===== src/rtl/qpsk_pkg.sv =====
// Shared types and constants for the QPSK receive chain: frame-sync FSM
// state encoding, default sync word and a shift-in helper.
package qpsk_pkg;

    localparam int SYNC_W = 16;
    localparam logic [SYNC_W-1:0] SYNC_WORD_DEFAULT = 16'hEB90;

    typedef enum logic {
        ST_HUNT    = 1'b0,
        ST_PAYLOAD = 1'b1
    } fs_state_e;

    function automatic logic [SYNC_W-1:0] shift_in(input logic [SYNC_W-1:0] sr,
                                                   input logic              b);
        return {sr[SYNC_W-2:0], b};
    endfunction

endpackage


===== src/rtl/sync_word_det.sv =====
// Combinational header compare of a 16-bit bit window against the sync word
// and against its bitwise inverse (180 degree carrier ambiguity).
module sync_word_det
    import qpsk_pkg::*;
#(
    parameter logic [SYNC_W-1:0] SYNC_WORD = SYNC_WORD_DEFAULT
) (
    input  logic [SYNC_W-1:0] window,
    output logic              match,
    output logic              match_inv
);

    assign match     = (window == SYNC_WORD);
    assign match_inv = (window == ~SYNC_WORD);

endmodule


===== src/rtl/frame_sync_s2p.sv =====
// Frame synchroniser and serial-to-parallel converter: hunts for the sync word,
// then emits PAYLOAD_BYTES bytes. Define FRAME_SYNC_PHASE_AMBIG_EN to also lock on ~SYNC_WORD.
module frame_sync_s2p
    import qpsk_pkg::*;
#(
    parameter logic [15:0] SYNC_WORD     = SYNC_WORD_DEFAULT,
    parameter int unsigned PAYLOAD_BYTES = 8,
    parameter int unsigned TIMEOUT       = 1024
) (
    input  logic       clk,
    input  logic       rst_n,
    input  logic       ser_i,
    input  logic       bit_vld_i,
    output logic [7:0] byte_o,
    output logic       byte_vld_o,
    output logic       frame_start_o,
    output logic       frame_end_o,
    output logic       locked_o,
    output logic       polarity_o
);

    localparam logic [7:0]  LAST_BYTE = 8'(PAYLOAD_BYTES - 1);
    localparam logic [15:0] WD_LAST   = 16'(TIMEOUT - 1);

    fs_state_e   state_q, state_d;
    logic [15:0] hunt_q;
    logic [7:0]  byte_sr_q;
    logic [2:0]  bit_cnt_q;
    logic [7:0]  byte_cnt_q;
    logic [15:0] wd_q;
    logic        pol_q;

    logic [15:0] hunt_win;
    logic        det_match, det_match_inv, hit_inv;
    logic        payload_bit;
    logic [7:0]  byte_next;
    logic        lock_hit, lock_inv, byte_done, frame_done, timeout;

    assign hunt_win    = shift_in(hunt_q, ser_i);
    assign payload_bit = ser_i ^ pol_q;
    assign byte_next   = {byte_sr_q[6:0], payload_bit};

    sync_word_det #(
        .SYNC_WORD (SYNC_WORD)
    ) u_det (
        .window    (hunt_win),
        .match     (det_match),
        .match_inv (det_match_inv)
    );

`ifdef FRAME_SYNC_PHASE_AMBIG_EN
    assign hit_inv = det_match_inv;
`else
    logic unused_match_inv;
    assign unused_match_inv = det_match_inv;
    assign hit_inv          = 1'b0;
`endif

    // NOTE: every signal driven here gets a default first so no latch is inferred.
    always_comb begin
        state_d    = state_q;
        lock_hit   = 1'b0;
        lock_inv   = 1'b0;
        byte_done  = 1'b0;
        frame_done = 1'b0;
        timeout    = 1'b0;
        case (state_q)
            ST_HUNT: begin
                if (bit_vld_i && (det_match || hit_inv)) begin
                    state_d  = ST_PAYLOAD;
                    lock_hit = 1'b1;
                    lock_inv = !det_match;  // true match wins over inverted
                end
            end
            ST_PAYLOAD: begin
                if (bit_vld_i) begin
                    if (bit_cnt_q == 3'd7) begin
                        byte_done = 1'b1;
                        if (byte_cnt_q == LAST_BYTE) begin
                            frame_done = 1'b1;
                            state_d    = ST_HUNT;
                        end
                    end
                end else if (wd_q == WD_LAST) begin
                    timeout = 1'b1;
                    state_d = ST_HUNT;
                end
            end
            default: state_d = ST_HUNT;
        endcase
    end

    // NOTE: sequential state uses non-blocking assignments only; every flop,
    // including the shift registers, has an async reset value.
    always_ff @(posedge clk or negedge rst_n) begin
        if (!rst_n) begin
            state_q <= ST_HUNT;
        end else begin
            state_q <= state_d;
        end
    end

    always_ff @(posedge clk or negedge rst_n) begin
        if (!rst_n) begin
            hunt_q        <= '0;
            byte_sr_q     <= '0;
            bit_cnt_q     <= '0;
            byte_cnt_q    <= '0;
            wd_q          <= '0;
            byte_o        <= '0;
            byte_vld_o    <= 1'b0;
            frame_start_o <= 1'b0;
            frame_end_o   <= 1'b0;
        end else begin
            byte_vld_o    <= 1'b0;
            frame_start_o <= 1'b0;
            frame_end_o   <= 1'b0;
            if (state_q == ST_HUNT) begin
                if (bit_vld_i) begin
                    hunt_q <= hunt_win;
                end
                if (lock_hit) begin
                    frame_start_o <= 1'b1;
                    byte_sr_q     <= '0;
                    bit_cnt_q     <= '0;
                    byte_cnt_q    <= '0;
                    wd_q          <= '0;
                end
            end else if (bit_vld_i) begin
                wd_q      <= '0;
                byte_sr_q <= byte_next;
                bit_cnt_q <= bit_cnt_q + 3'd1;
                if (byte_done) begin
                    byte_o     <= byte_next;
                    byte_vld_o <= 1'b1;
                    byte_cnt_q <= byte_cnt_q + 8'd1;
                end
                if (frame_done) begin
                    frame_end_o <= 1'b1;
                    hunt_q      <= '0;
                    byte_sr_q   <= '0;
                    bit_cnt_q   <= '0;
                    byte_cnt_q  <= '0;
                end
            end else if (timeout) begin
                // partial byte is dropped silently
                hunt_q     <= '0;
                byte_sr_q  <= '0;
                bit_cnt_q  <= '0;
                byte_cnt_q <= '0;
                wd_q       <= '0;
            end else begin
                wd_q <= wd_q + 16'd1;
            end
        end
    end

`ifdef FRAME_SYNC_PHASE_AMBIG_EN
    always_ff @(posedge clk or negedge rst_n) begin
        if (!rst_n) begin
            pol_q <= 1'b0;
        end else if (lock_hit) begin
            pol_q <= lock_inv;
        end
    end
`else
    assign pol_q = 1'b0;
`endif

    assign locked_o   = (state_q == ST_PAYLOAD);
    assign polarity_o = pol_q;

endmodule


===== config.mk =====
export PLATFORM = sky130hd
export DESIGN_NAME = frame_sync_s2p
export DESIGN_NICKNAME = d
export VERILOG_FILES = /design/src/rtl/qpsk_pkg.sv /design/src/rtl/sync_word_det.sv /design/src/rtl/frame_sync_s2p.sv
export SDC_FILE = /design/constraint.sdc
export NUM_CORES = 1
export LEC_CHECK = 0
export BUFFER_PORTS_ARGS = -buffer_cell sky130_fd_sc_hd__buf_4
export CORE_AREA = 3 3 137 99
export DETAILED_ROUTE_END_ITERATION = 8
export DIE_AREA = 0 0 140 102
export HOLD_SLACK_MARGIN = 0.06
export PLACE_DENSITY = 0.41
export SLEW_MARGIN = 20
export SYNTH_ARGS = -nofsm -noshare
export SYNTH_HDL_FRONTEND = slang
export SYNTH_HIERARCHICAL = 1
export SYNTH_SLANG_ARGS = --single-unit

===== constraint.sdc =====
create_clock -name clk -period 2 [get_ports clk]
set_input_delay 0.2 -clock clk [delete_from_list [all_inputs] [get_ports clk]]
set_output_delay 0.2 -clock clk [all_outputs]
set_load 0.1 [all_outputs]

==> results.toml <==
[synthesis]
netlist_area_um2 = 3000
postSynthCellCount = 286
synth.avg_cell_area_um2 = 10.5
ys_warn_count = 6
synth_fp_nets = 294

[status]
outcome = "complete, no violations"

[timing]
rsz0062_at_grt = "true"
fin_setup_tns_ps = 0
final.min_clock_period_ps = 1970
maxSlewHeadroom = 0.562
layout_setup_ws_ps = 25.1
worst_clock_skew_ps = 6.71
tightest_slew_ps = 656
max_clock_freq_ghz = 0.506
setup_viol_count_final = 0
drv_slew = 0
finalHoldViolCount = 0
finalCritPeriodShare = 0.987

[final_layout]
layout-drive-gt1-share = 0.303
n_antenna_cell = 0
area.growth.synth_to_final_pct = 32.1
stdcell_area_um2 = 3960
nets = 347

[cts]
clkTransAtPathRegs_ps = 60
cts_buffer_depth = 2
cts.sinks = 61
h-tree-depth = 3
clock_latency_ps = 330
tritoncts = "built"
cts_buffers = 9
clock-root-buffer = "clkbuf_16"

[pwr]
ir_drop_mv = 0.375
power_switching_mw = 1.41
power.density_nw_per_um2 = 1150
finalPower_mw = 4.57
comb_power_share = 0.233
intPower_mw = 3.16
p_clk_frac = 0.420
leakage_nw = 1.74
p_seq_frac = 0.348
sw_frac_of_total = 0.309

[setup_path]
cp-end-kind = "flop"
critPathKind = "reg -> reg"
path_max_fanout = 4
cpPeakStageDelay_ps = 530
crit_arrival_ps = 2190
cp-start-kind = "flop"
crit_slowest_cell = "or4b_4"
path_cells = "or4b_4, nor4_4, buf_4, a21oi_2, nor4_2, xnor2_1, nor2_1"
cp.required_ps = 2220

[placement]
gp_congestion = 0.760
place.detailed.hpwl_um = 4960
port_buffers = 15
placed_area_um2 = 3520
post-place-ws_ps = -35.6

[floorplan]
fp.dieW_um = 140
ioPinCount = 17
die_area_um2 = 14300
initial_core_util = 0.243
core_area_um2 = 12300
rows = 34
die_h_um = 102

[route]
drtIter0Drc = 116
routed_wl_um = 7450
drc = 0
ant_nets = 0
drt_pass1_iterations = 4
via_per_inst = 4.74
wl_per_cell_um = 14.8
vias = 2394

[flow_run]
max-cap-violations = 0

[global_routing]
grt_pass1_wl_um = 12400
grt_max_degree = 34
grt_overflow = 0
antenna_found_initial = 0
grt_use_total = 0.109
grt_pass1_vias = 2317

[min_path]
hold_class = "in -> reg"
-- power by group through the flow --
| stage | Combinational [mW] | Clock (mW) | Sequential [mW] |
|---|---|---|---|
| 2_1_floorplan | 0.341 | 0 | 2.00 |
| 3_3_place_gp | 1.04 | 0 | 1.60 |
| 3_5_place_dp | 1.05 | 0 | 1.61 |
| 4_1_cts | 1.06 | 1.95 | 1.59 |
| 5_1_grt | 1.14 | 2.02 | 1.62 |
| 6_report | 1.06 | 1.92 | 1.59 |
-- final timing paths --
kind                                from       endpoint  slack [ps]  depth (start not counted)
setup / recovery               hunt_q[0]        wd_q[9]          30                          7
hold / removal                     ser_i   byte_sr_q[0]         210                          3
setup reg to reg               hunt_q[0]        wd_q[9]          30                          7
hold reg to reg            byte_cnt_q[7]  byte_cnt_q[7]         480                          1
max in group asynchronous          rst_n     hunt_q[14]        1050                          3
min in group asynchronous          rst_n       wd_q[14]         360                          2
-- stage by stage --
step	hold WS, ps	std cells	util
detailed placement	191	486	0.286
global route	217	505	0.321
global placement	196	486	0.286
CTS	205	503	0.317
finish	210	505	0.321
floorplan	-95.6	286	-
-- state kept, by name, indices dropped and copies added (netlist names) --
signal and count:
frame_end_o 1, bit_cnt_q 3, wd_q 16, byte_vld_o 1, byte_sr_q 7, frame_start_o 1, hunt_q 15, locked_o 1
byte_o 8, byte_cnt_q 8
-- layout by cell type (no fill, tap or decap), types with 7 or more instances in the layout --
master and count:
inv_1 7, clkbuf_16 10, a21oi_1 7, nand2_1 41
a22o_2 9, nor2_1 8, o21ai_0 22, buf_4 50
nand3_1 13, mux2_2 8, dfrtp_1 60, a22oi_1 15
o211ai_1 7
-- repair_timing --
action                                 4_1_cts  5_1_grt
gates cloned                                 0        1
hold buffers                                 1        0
setup buffers                                1        1
endpoints found under the hold margin       31        0
pin swaps                                    0        5
gates resized for setup                      3        8
setup endpoints to repair                   17       27
-- layout make-up --
type,count,area (um^2)
inverters,8,30.0
well taps,162,203
repair buffers,54,442
flip-flops and latches,61,1530
clock buffers,11,243
clock inverters,4,120
multi-input cells,205,1400
fillers,1279,8370
-- critical path: cells and delay by family (launching register included) --
kind,cells,cell delay [ps]
buffers and inverters,1,180
and+or+nand+nor,4,1090
xor gates and xnor gates,1,150
DFF,1,370
AOI/OAI and AO/OA,1,70
-- per-layer routing --
layer / vias to the layer above / GRT usage / wire length (um)
met5: - / 0 / 0
met4: 0 / 0.0357 / 100
met3: 7 / 0.0332 / 167
met2: 21 / 0.159 / 3170
met1: 1185 / 0.154 / 4010
li1: 1181 / - / -
No activity file was read; power rests on OpenSTA's default activity.
